==> src/rtl/clk_ratio_monitor.sv <==
// Counts fastclk cycles per synchronised rising edge of a slow clock and, after a set
// number of slow edges, divides the fast count down to an integer fast/slow ratio.
module clk_ratio_monitor #(
  parameter int unsigned CNT_W        = 32,
  parameter int unsigned REPORT_EDGES = 4,
  parameter int unsigned SYNC_STAGES  = 2
) (
  input  logic             fastclk,
  input  logic             reset_l,
  input  logic             clk,
  output logic [CNT_W-1:0] fast_count,
  output logic [CNT_W-1:0] slow_count,
  output logic             done,
  output logic [CNT_W-1:0] ratio,
  output logic             ratio_valid
);

  localparam int unsigned    StepW   = $clog2(CNT_W + 1);
  localparam logic [CNT_W-1:0] Divisor = CNT_W'(REPORT_EDGES - 1);
  localparam logic [CNT_W-1:0] LastCnt = CNT_W'(REPORT_EDGES - 1);

  typedef enum logic [1:0] {StMeasure, StDivide, StFinish, StIdle} state_e;

  state_e             state_q, state_d;
  logic [SYNC_STAGES-1:0] sync_q;
  logic               dly_q;
  logic               edge_pulse;
  logic               capture;
  logic [CNT_W-1:0]   fast_q, slow_q;
  logic [CNT_W-1:0]   quo_q, quo_d;
  logic [CNT_W-1:0]   rem_q, rem_d;
  logic [StepW-1:0]   step_q, step_d;
  logic [CNT_W-1:0]   ratio_q, ratio_d;
  logic               valid_q, valid_d;
  logic [CNT_W:0]     rem_shift;
  logic               rem_ge;
  logic [CNT_W-1:0]   rem_sub;

  // Slow clock is plain data here: synchronise, then detect a 0->1 at the last stage.
  always_ff @(posedge fastclk or negedge reset_l) begin
    if (!reset_l) begin
      sync_q <= '0;
      dly_q  <= 1'b0;
    end else begin
      sync_q <= {sync_q[SYNC_STAGES-2:0], clk};
      dly_q  <= sync_q[SYNC_STAGES-1];
    end
  end

  assign edge_pulse = sync_q[SYNC_STAGES-1] & ~dly_q;
  assign done       = (state_q != StMeasure);
  assign capture    = edge_pulse && !done && (slow_q == LastCnt);

  always_ff @(posedge fastclk or negedge reset_l) begin
    if (!reset_l) begin
      fast_q <= '0;
      slow_q <= '0;
    end else if (!done) begin
      // The capturing cycle itself is not counted; the dividend is the pre-capture value.
      if (!capture) fast_q <= fast_q + CNT_W'(1);
      if (edge_pulse) slow_q <= slow_q + CNT_W'(1);
    end
  end

  // Restoring divider: remainder stays below the divisor, so the subtraction fits in CNT_W.
  assign rem_shift = {rem_q, quo_q[CNT_W-1]};
  assign rem_ge    = (rem_shift >= {1'b0, Divisor});
  assign rem_sub   = rem_shift[CNT_W-1:0] - Divisor;

  always_comb begin
    state_d = state_q;
    quo_d   = quo_q;
    rem_d   = rem_q;
    step_d  = step_q;
    ratio_d = ratio_q;
    valid_d = valid_q;
    unique case (state_q)
      StMeasure: begin
        if (capture) begin
          quo_d   = fast_q;
          rem_d   = '0;
          step_d  = '0;
          state_d = StDivide;
        end
      end
      StDivide: begin
        quo_d  = {quo_q[CNT_W-2:0], rem_ge};
        rem_d  = rem_ge ? rem_sub : rem_shift[CNT_W-1:0];
        step_d = step_q + StepW'(1);
        if (step_q == StepW'(CNT_W - 1)) state_d = StFinish;
      end
      StFinish: begin
        ratio_d = quo_q;
        valid_d = 1'b1;
        state_d = StIdle;
      end
      StIdle: begin
      end
      default: state_d = StMeasure;
    endcase
  end

  always_ff @(posedge fastclk or negedge reset_l) begin
    if (!reset_l) begin
      state_q <= StMeasure;
      quo_q   <= '0;
      rem_q   <= '0;
      step_q  <= '0;
      ratio_q <= '0;
      valid_q <= 1'b0;
    end else begin
      state_q <= state_d;
      quo_q   <= quo_d;
      rem_q   <= rem_d;
      step_q  <= step_d;
      ratio_q <= ratio_d;
      valid_q <= valid_d;
    end
  end

  assign fast_count  = fast_q;
  assign slow_count  = slow_q;
  assign ratio       = ratio_q;
  assign ratio_valid = valid_q;

endmodule

==> config.mk <==
export PLATFORM = sky130hd
export DESIGN_NAME = clk_ratio_monitor
export DESIGN_NICKNAME = d
export VERILOG_FILES = /design/src/rtl/clk_ratio_monitor.sv
export SDC_FILE = /design/constraint.sdc
export NUM_CORES = 1
export LEC_CHECK = 0
export CORE_ASPECT_RATIO = 0.9
export CORE_UTILIZATION = 29
export CTS_CLUSTER_DIAMETER = 60
export DETAILED_ROUTE_END_ITERATION = 8
export PLACE_DENSITY = 0.49
export SLEW_MARGIN = 20
export SYNTH_ARGS = -nofsm -noshare
export SYNTH_HDL_FRONTEND = slang
export SYNTH_SLANG_ARGS = --single-unit
==> constraint.sdc <==
create_clock -name fastclk -period 6.4 [get_ports fastclk]
set_input_delay 0.64 -clock fastclk [delete_from_list [all_inputs] [get_ports fastclk]]
set_output_delay 0.64 -clock fastclk [all_outputs]
set_load 0.01 [all_outputs]
==> impl_metrics.csv <==
group,metric,value,unit
run_status,status,"complete, no violations",
sta,fmax,338,MHz
global_route,grtUsageMet3,3.58,%
cts,post_cts_resized,0,
cells_and_area,num_antenna_cells,0,
cts,h-tree-depth,4,
global_route,grt_max_degree,105,
sta,hold_viol,0,
power_and_ir_drop,peakVddDrop,0.000208,V
cts,clkLatencyLatePin,0.43,ns
sta,rsz0062_at_grt,"no",
worst_setup_path,crit_start,"rem_q[23]",
worst_setup_path,worstSetupPathType,"flop to flop",
worst_setup_path,crit_required,6.70,ns
drt,antenna_left,0,
place,placed_cells,1192,
cells_and_area,final_nets,863,
worst_setup_path,worstPathMaxFanout,14,
place,gp_congestion,0.765,
sta,tightestPinTransition,1.09,ns
flow_run,drv_cap,0,
worst_setup_path,arrival,3.26,ns
floorplan,coreArea,0.0279,mm^2
drt,drt_iter0_drc,343,
place,port_buffers,100,
drt,avgViaCountPerCell,4.73,
cts,cts.sinks,172,
worst_setup_path,r2r_end,"rem_q[3]",
logic_synthesis,syn_nets,772,
worst_hold_path,min_path_type,"primary input to asynchronous set/reset pin",
place,place_area,0.00957,mm^2
cts,cts_tree,"done",
sta,setup_viol,0,
floorplan,row_count,58,
cts,cts_root_buffer,"clkbuf_16",
drt,first_pass_iters,7,
logic_synthesis,yosys_warnings,0,
floorplan,die_w,179,um
logic_synthesis,seq_area_frac_synth,52.4,%
place,place_ws,3.31,ns
sta,clock_skew,0.0219,ns
logic_synthesis,ys_types,57,
global_route,grt_first_pass_wirelength,31.7,mm
logic_synthesis,synth-edff-count,0,
global_route,grt_use_met2,19.9,%
worst_setup_path,r2r-start,"rem_q[23]",
sta,period_needed,2.96,ns
cts,clk_pin_slew_worst_paths,0.08,ns
global_route,busiest_layer,"met1",
cts,cts_setup_buffers,0,
cells_and_area,fin_area,0.0102,mm^2
cts,cts-hold-fix-buffers,0,
sta,setup_tns,0,ns
logic_synthesis,synthArstFlopShare,100,%
global_route,grt_usage,13.8,%
sta,fin_crit_sh,46.2,%
logic_synthesis,netlist_area,0.00821,mm^2
drt,totalWireLength,19.0,mm
logic_synthesis,synth.avg_cell_area,10.8,um^2
cells_and_area,fillers,2803,
sta,max_slew_margin,26.6,%
drt,wl_per_cell,15.5,um
power_and_ir_drop,power_leakage,4.44,nW
cells_and_area,drive_gt1_share,11.6,%
global_route,grt-ovfl-total,0,
sta,fin_ws,3.44,ns
sta,maxSlewViolCount,0,
floorplan,initial_core_util,29.5,%
worst_setup_path,critPathCaptureType,"flop",
floorplan,ioPinCount,101,
logic_synthesis,ys.flop_type,"dfrtp_1",
logic_synthesis,ys_ff_latch,172,
worst_setup_path,reg2reg_slack,3.44,ns
global_route,grt_pass1_vias,5865,
drt,vias,5799,
floorplan,die-area,0.0290,mm^2
drt,drc_errors,0,
cells_and_area,area_growth,23.8,%
place,dpl.hpwl,12.4,mm
logic_synthesis,netlist_instances,761,
floorplan,fp.dieH,162,um
cts,cts_max_path_buffers,2,
worst_setup_path,rr_worst_depth,6,
cts,cts_buffers,17,
power_and_ir_drop,power.density,309,mW/mm^2
cells_and_area,layout.cells.non_filler,1225,
global_route,antenna_found_initial,0,
global_route,grtUsageMet1,20.3,%
worst_setup_path,startpoint_type,"flop",
placed cells by master, fill, tap and decap left out, types with 3 or more instances in the layout:
| cell type | Yosys | final |
|---|---|---|
| nand4_1 | 22 | 22 |
| ha_1 | 8 | 6 |
| nand2_1 | 101 | 101 |
| o21ai_1 | 15 | 15 |
| a22o_1 | 3 | 3 |
| or3_1 | 7 | 7 |
| and2_1 | 3 | 3 |
| buf_4 | 1 | 6 |
| xor2_1 | 42 | 42 |
| nor4_1 | 17 | 17 |
| nand3_2 | 3 | 3 |
| mux2_2 | 34 | 34 |
| o21ai_0 | 53 | 53 |
| nor2_1 | 41 | 41 |
| inv_8 | 0 | 5 |
| a21oi_1 | 10 | 10 |
| nor3_1 | 21 | 21 |
| inv_1 | 8 | 8 |
| inv_6 | 0 | 4 |
| o211ai_2 | 4 | 4 |
| clkdlybuf4s50_1 | 0 | 99 |
| xnor2_1 | 48 | 48 |
| o211ai_1 | 5 | 5 |
| o2111ai_2 | 3 | 3 |
| dfrtp_1 | 172 | 172 |
| and3_1 | 11 | 11 |
| clkbuf_16 | 0 | 18 |
| nor4_2 | 3 | 3 |
| nand3_1 | 22 | 22 |
| and4_1 | 4 | 4 |
| mux2i_1 | 33 | 33 |
registers in the layout, summed over array words and instances (netlist names):
name	cells
fast_count	32
quo_q	32
ratio	32
rem_q	32
slow_count	32
step_q	6
state_q	2
sync_q	2
dly_q	1
ratio_valid	1
metrics by stage:
| stage | power, mW | utilization (%) | hold WS, ns |
|---|---|---|---|
| after floorplan | 1.82 | - | 0.331 |
| final | 3.14 | 36.5 | 0.295 |
| after global placement | 2.13 | 34.3 | 0.335 |
| after global routing | 3.32 | 36.5 | 0.364 |
| after CTS | 3.17 | 36.4 | 0.352 |
| after detailed placement | 2.13 | 34.3 | 0.335 |
per-layer routing:
layer | routed length (um) | up-vias
met1 | 9800 | 2831
met3 | 854 | 2
met4 | 57 | 0
li1 | - | 2871
met5 | 0 | -
met2 | 8240 | 95
report_power, final:
part | internal [mW] | switching (mW) | total, mW
sequential | 1.19 | 0.108 | 1.29
clock | 0.521 | 0.498 | 1.02
combinational | 0.338 | 0.488 | 0.826
kinds of logic after synthesis:
| group | after synthesis | share of synthesized area, % |
|---|---|---|
| buffers and inverters | 43 | 2.36 |
| muxes | 67 | 8.69 |
| and+or+nand+nor | 270 | 16.7 |
| DFF | 172 | 52.4 |
| AOI/OAI and AO/OA | 111 | 9.04 |
| adders and majority gates | 8 | 1.22 |
| xor gates and xnor gates | 90 | 9.60 |
worst max-delay path by stage:
| stage | slack [ns] | endpoint |
|---|---|---|
| floorplan | 3.99 | rem_q[16] |
| global placement | 3.36 | quo_q[0] |
| detailed placement | 3.31 | quo_q[0] |
| CTS | 3.30 | quo_q[0] |
| global route | 3.18 | rem_q[1] |
| finish | 3.44 | rem_q[3] |
final cells by class:
type / instances / area [um^2] / share of cell area, %
clock buffer: 18 / 429 / 4.22
multi-input combinational: 546 / 3730 / 36.7
tap: 360 / 450 / 4.43
clock inverter: 14 / 144 / 1.42
inverter: 8 / 30.0 / 0.295
sequential: 172 / 4300 / 42.3
timing repair buffer: 107 / 1070 / 10.5
critical path, stage by stage, from the launching register on:
cell	delay (ns)
dfrtp_1	0.45
nor4_2	0.59
nand3_2	0.32
or3_1	0.68
nor2_2	0.45
o31ai_1	0.11
a31o_2	0.22
cell usage after synthesis (8+ instances only):
master | n | area (um^2)
dfrtp_1 | 172 | 4300
nand2_1 | 101 | 379
o21ai_0 | 53 | 265
xnor2_1 | 48 | 420
xor2_1 | 42 | 368
nor2_1 | 41 | 154
mux2_2 | 34 | 383
mux2i_1 | 33 | 330
clkbuf_1 | 26 | 97.6
nand3_1 | 22 | 110
nand4_1 | 22 | 138
nor3_1 | 21 | 105
nor4_1 | 17 | 106
o21ai_1 | 15 | 75.1
and3_1 | 11 | 68.8
a21oi_1 | 10 | 50.1
ha_1 | 8 | 100
inv_1 | 8 | 30.0
(Power assumes the default switching activity.)
